File: src/rtl/pmrq_sched_ctrl.sv
// Purpose: PMRQ controller. Allocates tags, registers dcache replays, arbitrates writeback, sequences flushes.
// Latency: allocation and grants are combinational; replay and flush pulse are 1 cycle after their cause.
// Backpressure: req_ready_o drops when no tag is FREE, the PMRQ is full, flush_i is high, or not in RUN.
//
// Ports:
//   clk_i, rstn_i                          clock, async active-low reset
//   req_valid_i/req_ready_o/req_tag_o       miss allocation handshake and lowest FREE tag
//   pmrq_full_i, pmrq_wr_o                  PMRQ full flag and tail write enable
//   resp_valid_i/resp_tag_i/resp_data_i     dcache response
//   replay_valid_o/tag_o/data_o             registered replay write into the PMRQ
//   head_done_i/head_tag_i                  PMRQ head completion and its tag
//   pipe_wb_valid_i, pipe/pmrq_wb_grant_o   writeback port arbitration
//   advance_head_o                          pop the PMRQ head
//   flush_i, pmrq_flush_o                   flush request and registered flush pulse
//   busy_o, outstanding_o, err_o            status: not RUN, non-FREE tag count, sticky error
module pmrq_sched_ctrl #(
  parameter int NUM_ENTRIES  = 8,
  parameter int TAG_WIDTH    = 3,
  parameter int DATA_WIDTH   = 64,
  parameter int STARVE_LIMIT = 4
) (
  input  logic                  clk_i,
  input  logic                  rstn_i,
  input  logic                  req_valid_i,
  output logic                  req_ready_o,
  output logic [TAG_WIDTH-1:0]  req_tag_o,
  input  logic                  pmrq_full_i,
  output logic                  pmrq_wr_o,
  input  logic                  resp_valid_i,
  input  logic [TAG_WIDTH-1:0]  resp_tag_i,
  input  logic [DATA_WIDTH-1:0] resp_data_i,
  output logic                  replay_valid_o,
  output logic [TAG_WIDTH-1:0]  replay_tag_o,
  output logic [DATA_WIDTH-1:0] replay_data_o,
  input  logic                  head_done_i,
  input  logic [TAG_WIDTH-1:0]  head_tag_i,
  input  logic                  pipe_wb_valid_i,
  output logic                  pipe_wb_grant_o,
  output logic                  pmrq_wb_grant_o,
  output logic                  advance_head_o,
  input  logic                  flush_i,
  output logic                  pmrq_flush_o,
  output logic                  busy_o,
  output logic [TAG_WIDTH:0]    outstanding_o,
  output logic                  err_o
);

  localparam int CNT_W = $clog2(STARVE_LIMIT + 1);

  typedef enum logic [1:0] {T_FREE, T_WAIT, T_READY, T_ZOMBIE} tag_st_e;
  typedef enum logic [1:0] {S_RUN, S_FLUSH, S_DRAIN} state_e;

  tag_st_e               tag_q [NUM_ENTRIES];
  tag_st_e               tag_d [NUM_ENTRIES];
  state_e                state_q, state_d;
  logic [CNT_W-1:0]      starve_q, starve_d;
  logic                  replay_vld_q, replay_vld_d;
  logic [TAG_WIDTH-1:0]  replay_tag_q;
  logic [DATA_WIDTH-1:0] replay_dat_q;
  logic                  flush_q, flush_d;
  logic                  err_q, err_d;
  logic [TAG_WIDTH:0]    outstanding_q, outstanding_d;

  logic                  any_free;
  logic [TAG_WIDTH-1:0]  free_idx;
  logic                  in_run;
  logic                  req_ready;
  logic                  alloc;
  logic                  starved;
  logic                  pmrq_grant;
  logic                  pipe_grant;
  logic                  any_zombie_d;

  // Lowest-index FREE tag: scan downwards so the smallest match is written last.
  always_comb begin
    any_free = 1'b0;
    free_idx = '0;
    for (int i = NUM_ENTRIES - 1; i >= 0; i--) begin
      if (tag_q[i] == T_FREE) begin
        any_free = 1'b1;
        free_idx = TAG_WIDTH'(i);
      end
    end
  end

  // Combinational outputs are gated by rstn_i so everything reads 0 while reset is held.
  assign in_run     = rstn_i & (state_q == S_RUN);
  assign req_ready  = in_run & any_free & ~pmrq_full_i & ~flush_i;
  assign alloc      = req_valid_i & req_ready;
  assign starved    = (starve_q == CNT_W'(STARVE_LIMIT));
  assign pmrq_grant = in_run & head_done_i & (~pipe_wb_valid_i | starved);
  assign pipe_grant = in_run & pipe_wb_valid_i & ~pmrq_grant;

  // Tag table next state, plus replay capture, error detection and counters.
  always_comb begin
    tag_d        = tag_q;
    err_d        = err_q;
    replay_vld_d = 1'b0;

    if (alloc) begin
      tag_d[free_idx] = T_WAIT;
    end

    // A pop on a non-READY head is a protocol error; the entry is left as is.
    if (pmrq_grant) begin
      if (tag_q[head_tag_i] == T_READY) begin
        tag_d[head_tag_i] = T_FREE;
      end else begin
        err_d = 1'b1;
      end
    end

    if (resp_valid_i) begin
      case (tag_q[resp_tag_i])
        T_WAIT: begin
          tag_d[resp_tag_i] = T_READY;
          // Responses landing in the FLUSH cycle are freed below, so no replay.
          replay_vld_d      = (state_q == S_RUN);
        end
        T_ZOMBIE: tag_d[resp_tag_i] = T_FREE;
        default:  err_d = 1'b1;
      endcase
    end

    // Flush: completed work is discarded, still-outstanding requests become zombies
    // so their tags are not reused until the stale response has drained.
    if (state_q == S_FLUSH) begin
      for (int i = 0; i < NUM_ENTRIES; i++) begin
        if (tag_d[i] == T_READY) begin
          tag_d[i] = T_FREE;
        end else if (tag_d[i] == T_WAIT) begin
          tag_d[i] = T_ZOMBIE;
        end
      end
    end

    any_zombie_d  = 1'b0;
    outstanding_d = '0;
    for (int i = 0; i < NUM_ENTRIES; i++) begin
      if (tag_d[i] == T_ZOMBIE) begin
        any_zombie_d = 1'b1;
      end
      if (tag_d[i] != T_FREE) begin
        outstanding_d = outstanding_d + (TAG_WIDTH+1)'(1);
      end
    end

    // Starve counter only runs while the head is waiting behind the pipeline.
    starve_d = starve_q;
    if (pmrq_grant || !head_done_i || (state_q != S_RUN)) begin
      starve_d = '0;
    end else if (pipe_grant && !starved) begin
      starve_d = starve_q + CNT_W'(1);
    end
  end

  // Flush sequencer.
  always_comb begin
    state_d = state_q;
    flush_d = (state_q == S_RUN) & flush_i;
    case (state_q)
      S_RUN:   if (flush_i) state_d = S_FLUSH;
      S_FLUSH: state_d = any_zombie_d ? S_DRAIN : S_RUN;
      S_DRAIN: if (!any_zombie_d) state_d = S_RUN;
      default: state_d = S_RUN;
    endcase
  end

  always_ff @(posedge clk_i or negedge rstn_i) begin
    if (!rstn_i) begin
      for (int i = 0; i < NUM_ENTRIES; i++) begin
        tag_q[i] <= T_FREE;
      end
      state_q       <= S_RUN;
      starve_q      <= '0;
      replay_vld_q  <= 1'b0;
      replay_tag_q  <= '0;
      replay_dat_q  <= '0;
      flush_q       <= 1'b0;
      err_q         <= 1'b0;
      outstanding_q <= '0;
    end else begin
      tag_q         <= tag_d;
      state_q       <= state_d;
      starve_q      <= starve_d;
      replay_vld_q  <= replay_vld_d;
      if (replay_vld_d) begin
        replay_tag_q <= resp_tag_i;
        replay_dat_q <= resp_data_i;
      end
      flush_q       <= flush_d;
      err_q         <= err_d;
      outstanding_q <= outstanding_d;
    end
  end

  assign req_ready_o     = req_ready;
  assign req_tag_o       = free_idx;
  assign pmrq_wr_o       = alloc;
  assign replay_valid_o  = replay_vld_q;
  assign replay_tag_o    = replay_tag_q;
  assign replay_data_o   = replay_dat_q;
  assign pipe_wb_grant_o = pipe_grant;
  assign pmrq_wb_grant_o = pmrq_grant;
  assign advance_head_o  = pmrq_grant;
  assign pmrq_flush_o    = flush_q;
  assign busy_o          = (state_q != S_RUN);
  assign outstanding_o   = outstanding_q;
  assign err_o           = err_q;

endmodule

File: config.mk
export PLATFORM = sky130hd
export DESIGN_NAME = pmrq_sched_ctrl
export DESIGN_NICKNAME = d
export VERILOG_FILES = /design/src/rtl/pmrq_sched_ctrl.sv
export SDC_FILE = /design/constraint.sdc
export NUM_CORES = 1
export LEC_CHECK = 0
export BUFFER_PORTS_ARGS = -buffer_cell sky130_fd_sc_hd__clkbuf_2
export CAP_MARGIN = 20
export CELL_PAD_IN_SITES_DETAIL_PLACEMENT = 1
export CELL_PAD_IN_SITES_GLOBAL_PLACEMENT = 2
export CORE_ASPECT_RATIO = 0.75
export CORE_MARGIN = 4
export CORE_UTILIZATION = 33
export CTS_BUF_LIST = sky130_fd_sc_hd__clkbuf_4 sky130_fd_sc_hd__clkbuf_8
export DETAILED_ROUTE_END_ITERATION = 8
export GPL_TIMING_DRIVEN = 0
export PLACE_DENSITY_LB_ADDON = 0.1
export SYNTH_ARGS = -nofsm -noshare
export SYNTH_HDL_FRONTEND = slang
export SYNTH_SLANG_ARGS = --single-unit
File: constraint.sdc
create_clock -name clk_i -period 14.9 [get_ports clk_i]
set_clock_uncertainty 0.2 [all_clocks]
set_input_delay 2.98 -clock clk_i [delete_from_list [all_inputs] [get_ports clk_i]]
set_output_delay 2.98 -clock clk_i [all_outputs]
set_load 0.03 [all_outputs]
# Word level (Yosys, flattened, before mapping)
# Index checks and enable logic that the tools add are counted.
# op_classes
bitwise_logic,28
reduce_logical,29
magnitude_cmp,6
mux,78
n_addsub,8
eq_ne,32
# op_table
op,count
$mux W16,5
$mux W2,26
$eq A2 B2 Y1 const B,19
$and A16 B16 Y16,2
$not A16 Y16,2
$pmux W16 S2,1
$mux W3,10
$add A4 B1 Y4 const B,7
$mux W4,7
$mux W1,23
$eq A2 B1 Y1 const B,10
$reduce_bool A2 Y1,10
$demux W2 S3,3
$logic_not A2 Y1,9
$and A8 B8 Y8,2
$not A8 Y8,2
$or A8 B8 Y8,2
$bmux W2 S3,2
$ge A4 B4 Y1 const B,3
$lt A4 B1 Y1 const B,3
$not A3 Y4,3
$and A1 B1 Y1,10
$pmux W2 S3,1
$logic_and A1 B1 Y1,4
other kinds (9),15
# word_totals
reg_bits,95
elab_cells,197
in_bits,78
output_inout_bits,83

# Logic depth before layout (Yosys ltp)
# depth
depth_word,43
ltp_mapped,28
ltp_nobuf,28

# Worst setup path before layout
# Ideal clock, no wire load.
# synth_timing
path_type,input to register
start,in head_tag_i[2]
end,"reg outstanding_q[1], in the netlist outstanding_o[1]"
setup_slack_ns,6.537
stages,23
arrival_ns,8.038
setup_ns,0.125
cell_sequence,clkbuf_1 mux4_2 nand2_1 o21ai_2 or4b_2 o31ai_1 o221ai_1 a21o_1 ha_1 xor2_4 xor2_1 mux2i_1 inv_1 ha_1 xor2_1 nor3_1 a31oi_1 o21ai_0 ha_1 nand2_1 o21ai_1 ha_1 mux2_2
# synth_via
elab_chain_len,32
elab_cells_between_ends,75
classes_between,add/sub (7); order compare (2); eq/ne (17); mux (34); bitwise (6); reduce/logical (9)
# synth_rtl
element,line,rtl
"start, declared",36,"input logic [TAG_WIDTH-1:0] head_tag_i,"
$not A3 Y4 (not written as such) (*),"106, 107",
$ge A4 B4 Y1 (not written as such) / $lt A4 B1 Y1 (equally long branches),107,tag_d[head_tag_i] = T_FREE;
$logic_and A1 B1 Y1 (not written as such),107,
$mux W2 (not written as such),107,
$demux W2 S3,107,
$not A16 Y16 (no line),--,
$and A16 B16 Y16 (no line),--,
$mux W16 (*),106,if (tag_q[head_tag_i] == T_READY) begin
(+17 left out),--,
$mux W4,143,if (tag_d[i] != T_FREE) begin
$add A4 B1 Y4,144,outstanding_d = outstanding_d + (TAG_WIDTH+1)'(1);
$mux W4,143,
$add A4 B1 Y4,144,
$mux W4,143,
$add A4 B1 Y4,144,
$mux W4 (*),143,
via outstanding_d[1],62,"logic [TAG_WIDTH:0] outstanding_q, outstanding_d;"
"end signal, assigned",193,outstanding_q <= outstanding_d;
"end, declared",62,
# Mark *: on every way through the listed nets, which the timed path passes. The rest lies on a longest branch. The select of a mux whose other input is x is not followed.
# A chain may end at the register's enable or synchronous reset.

# Worst setup path after layout
# layout_timing
start,in rstn_i
end,"reg outstanding_q[1], in the netlist outstanding_o[1]"
# layout_via
elab_chain_len,32
elab_cells_between_ends,72
classes_between,add/sub (7); eq/ne (16); mux (30); bitwise (11); reduce/logical (8)
# layout_rtl
element,line,rtl
"start, declared",23,"input logic rstn_i,"
$and A1 B1 Y1 (*),87,assign in_run = rstn_i & (state_q == S_RUN);
$and A1 B1 Y1 (3 in a row),88,assign req_ready = in_run & any_free & ~pmrq_full_i & ~flush_i;
$and A1 B1 Y1,89,assign alloc = req_valid_i & req_ready;
$mux W16,100,if (alloc) begin
$and A16 B16 Y16 (no line),--,
$mux W16,106,
$mux W16 (*),105,if (pmrq_grant) begin
"$and A16 B16 Y16 (no line), or another cell as far along",--,
(+15 left out),--,
$mux W4,143,
$add A4 B1 Y4,144,
$mux W4,143,
$add A4 B1 Y4,144,
$mux W4,143,
$add A4 B1 Y4,144,
$mux W4 (*),143,
via outstanding_d[1],62,
# Mark *: on every way through the listed nets, which the timed path passes. The rest lies on a longest branch.

==> results.yml <==
place:
  port_buffers: 156
  dp_hpwl_mm: 12.4
  gp_congestion: 0.917
  dpl.cell_count: 939
  place_ws_ns: 5.30
clocking:
  cts_setup_buffers: 0
  cts.clk_slew.worst_paths_ns: 0.09
  clk_path_buf_depth: 2
  cts-root-buf: "clkbuf_8"
  cts_made_buffers: 9
  cts_tree: "yes"
  ctsHoldBuffers: 0
  clock-sinks: 95
  htreeDepth: 3
  worstSkewPairLatency_ns: 0.37
  cts_resized: 0
drt:
  drc: 0
  vias_per_cell: 4.83
  totalWireLength_mm: 15.8
  vias: 4613
  ant_nets: 0
  firstDrtPassIters: 5
  wire_per_inst_um: 16.5
  drt_iter0_drc: 256
setup_path:
  r2r_cells: 21
  cp-end-kind: "register"
  cp.arrival_ns: 9.22
  required_ns: 14.95
  startpoint_type: "input port"
  crit_type: "input port to register"
  worstPathMaxFanout: 63
  r2r_start: "state_q[1]$_DFFE_PN0P_"
  worstSetupStartpoint: "rstn_i"
floorplan:
  die_h_um: 116
  io_pins: 161
  initial_utilization: 0.336
  placementRows: 39
  dieArea_um2: 17500
  die_w_um: 151
  core_area_um2: 15200
grt:
  grt_pass1_wl_mm: 25.3
  grt_start_max_net_pins: 64
  grt_use_total: 0.184
  grt_pass1_vias: 4852
  antenna_found_initial: 0
  globalRouteOverflowTotal: 0
synthesis:
  syn_inst: 577
  synth.top_cells.by_area: "dfrtp_1 47%, nand2_1 16%, mux4_2 3.1%, ha_1 2.7%, nor2_1 2.5%"
  ys_warn_count: 0
  netlist_area_um2: 5090
  avgSynthCellArea_um2: 8.83
  async_flop_share: 1.00
  syn_nets: 666
  synthFlopType: "dfrtp_1"
  synth_top_area_frac: 0.467
  synth-seq-area-share: 0.467
  ys_types: 73
  synth_seq_cells: 95
  yosys.area.top_type: "dfrtp_1"
  synth_edf_count: 0
timing:
  finalHoldViolCount: 0
  rsz0062_at_grt: "no"
  period_share: 0.616
  tns_ns: 0
  period_needed_ns: 9.18
  slew_viol_final: 0
  fmax_ghz: 0.109
  fin_hold_ws_ns: 0.281
  worst_slack_ns: 5.72
  slew_headroom: 0.431
  tightest_slew_ns: 0.843
  setup_viol: 0
cells_and_area:
  final_cells: 955
  areaGrowthSynthToFinish_pct: 24.5
  multi_input_area_um2: 2520
  antenna_cells: 0
  register_area_um2: 2380
  final_core_util: 0.418
  drive_gt1_frac: 0.283
  fillers: 1830
  fin_nets: 834
power:
  cellLeakagePower_nw: 3.32
  ir_drop_v: 0.000129
  power_density_nw_per_um2: 281
min_path:
  hp-class: "register to register"
  min_from: "replay_data_o[28]$_DFFE_PN0P_"
  hold_path_depth: 2
status:
  run_status: "complete, no violations"
run:
  maxCapViolCount: 0
stage by stage:
step | total power [mW] | cell area, µm²
final | 1.78 | 6340
after global routing | 1.95 | 6340
after CTS | 1.81 | 6340
after detailed placement | 1.63 | 6160
after global placement | 1.58 | 6130
after floorplan | 1.33 | 5090
logic make-up after synthesis:
| family | Yosys count | synth area share |
|---|---|---|
| AO/OA/AOI/OAI | 64 | 0.0889 |
| AND/OR/NAND/NOR | 330 | 0.285 |
| buffers and inverters | 42 | 0.0381 |
| multiplexers | 17 | 0.0513 |
| XOR/XNOR | 18 | 0.0427 |
| adder cells (fa/ha/maj) | 11 | 0.0270 |
| flip-flops | 95 | 0.467 |
path summary, 6_finish.rpt:
kind                                            endpoint  slack [ns]
setup reg to reg              outstanding_o[1]$_DFF_PN0_        8.77
setup / recovery              outstanding_o[1]$_DFF_PN0_        5.72
hold / removal             replay_data_o[28]$_DFFE_PN0P_        0.28
min in group asynchronous  replay_data_o[40]$_DFFE_PN0P_        2.41
hold reg to reg            replay_data_o[28]$_DFFE_PN0P_        0.28
max in group asynchronous   replay_data_o[1]$_DFFE_PN0P_       11.38
routing by layer:
metal  vias to the layer above  global-route usage  share of wire
li1                       2235                   -              -
met1                      2231               0.251           0.45
met2                       131               0.284           0.46
met3                        16              0.0649          0.082
met4                         0              0.0417          0.011
met5                         -                   0              0
critical path: stages:
cell and delay (ns):
clkbuf_4 0.46, buf_16 0.35, nor3b_1 0.47, nand3_1 0.39, or4b_2 0.73, o31ai_1 0.34
o221ai_1 0.26, a21o_1 0.27, ha_1 0.38, xor2_4 0.24, xor2_1 0.16, mux2i_1 0.20
inv_1 0.09, ha_1 0.35, xor2_1 0.16, nor3_1 0.06, a31oi_1 0.16, o21ai_0 0.12
ha_1 0.30, nand2_1 0.07, o21ai_1 0.08, ha_1 0.29, mux2_2 0.26
layout by cell type (no fill, tap or decap), types with 6 or more instances in the layout:
cell type / n
a21oi_1: 13
nand2_1: 222
clkbuf_8: 10
clkbuf_1: 20
dfrtp_1: 95
ha_1: 11
xnor2_1: 8
mux4_2: 7
inv_1: 14
mux2i_1: 7
nor2b_1: 6
xor2_1: 6
clkbuf_2: 155
o21ai_0: 11
nand3_1: 18
nor2_1: 34
nor3_1: 9
power breakdown:
part           internal, mW  switching [mW]  total (mW)
registers             0.367          0.0790       0.445
logic                 0.451           0.722        1.17
clock network        0.0695          0.0941       0.164
total                 0.887           0.895        1.78
Yosys cell counts, drive strengths merged (2+ instances only):
| library cell | instances |
|---|---|
| a31oi | 2 |
| o21a | 5 |
| nor4 | 3 |
| xnor2 | 9 |
| nand3b | 2 |
| and4b | 2 |
| o31ai | 2 |
| mux4 | 7 |
| or2b | 3 |
| o21ai | 16 |
| or2 | 3 |
| ha | 11 |
| clkbuf | 21 |
| xor2 | 8 |
| a21o | 2 |
| or4 | 2 |
| inv | 15 |
| nor2b | 6 |
| nand2b | 3 |
| nand4 | 5 |
| nand2 | 222 |
| mux2i | 7 |
| nor3 | 10 |
| o22ai | 6 |
| and2b | 4 |
| mux2 | 3 |
| and2 | 5 |
| a21oi | 15 |
| nor2 | 34 |
| buf | 5 |
| or3 | 4 |
| o211ai | 3 |
| dfrtp | 95 |
| nand3 | 18 |
state kept, by name, summed over array words and instances, names as in the netlist:
| register | count |
|---|---|
| tag_q | 16 |
| replay_valid_o | 1 |
| pmrq_flush_o | 1 |
| starve_q | 3 |
| replay_data_o | 64 |
| state_q | 2 |
| outstanding_o | 4 |
| replay_tag_o | 3 |
| err_o | 1 |
cell type report:
type / instances / area share
buffer: 27 / 0.0217
clock buffer: 12 / 0.0241
clock inverter: 4 / 0.00454
inverter: 15 / 0.00888
multi-input combinational: 440 / 0.398
sequential: 95 / 0.375
tap: 205 / 0.0404
timing repair buffer: 157 / 0.128
Power figures use the tool's default switching activity.
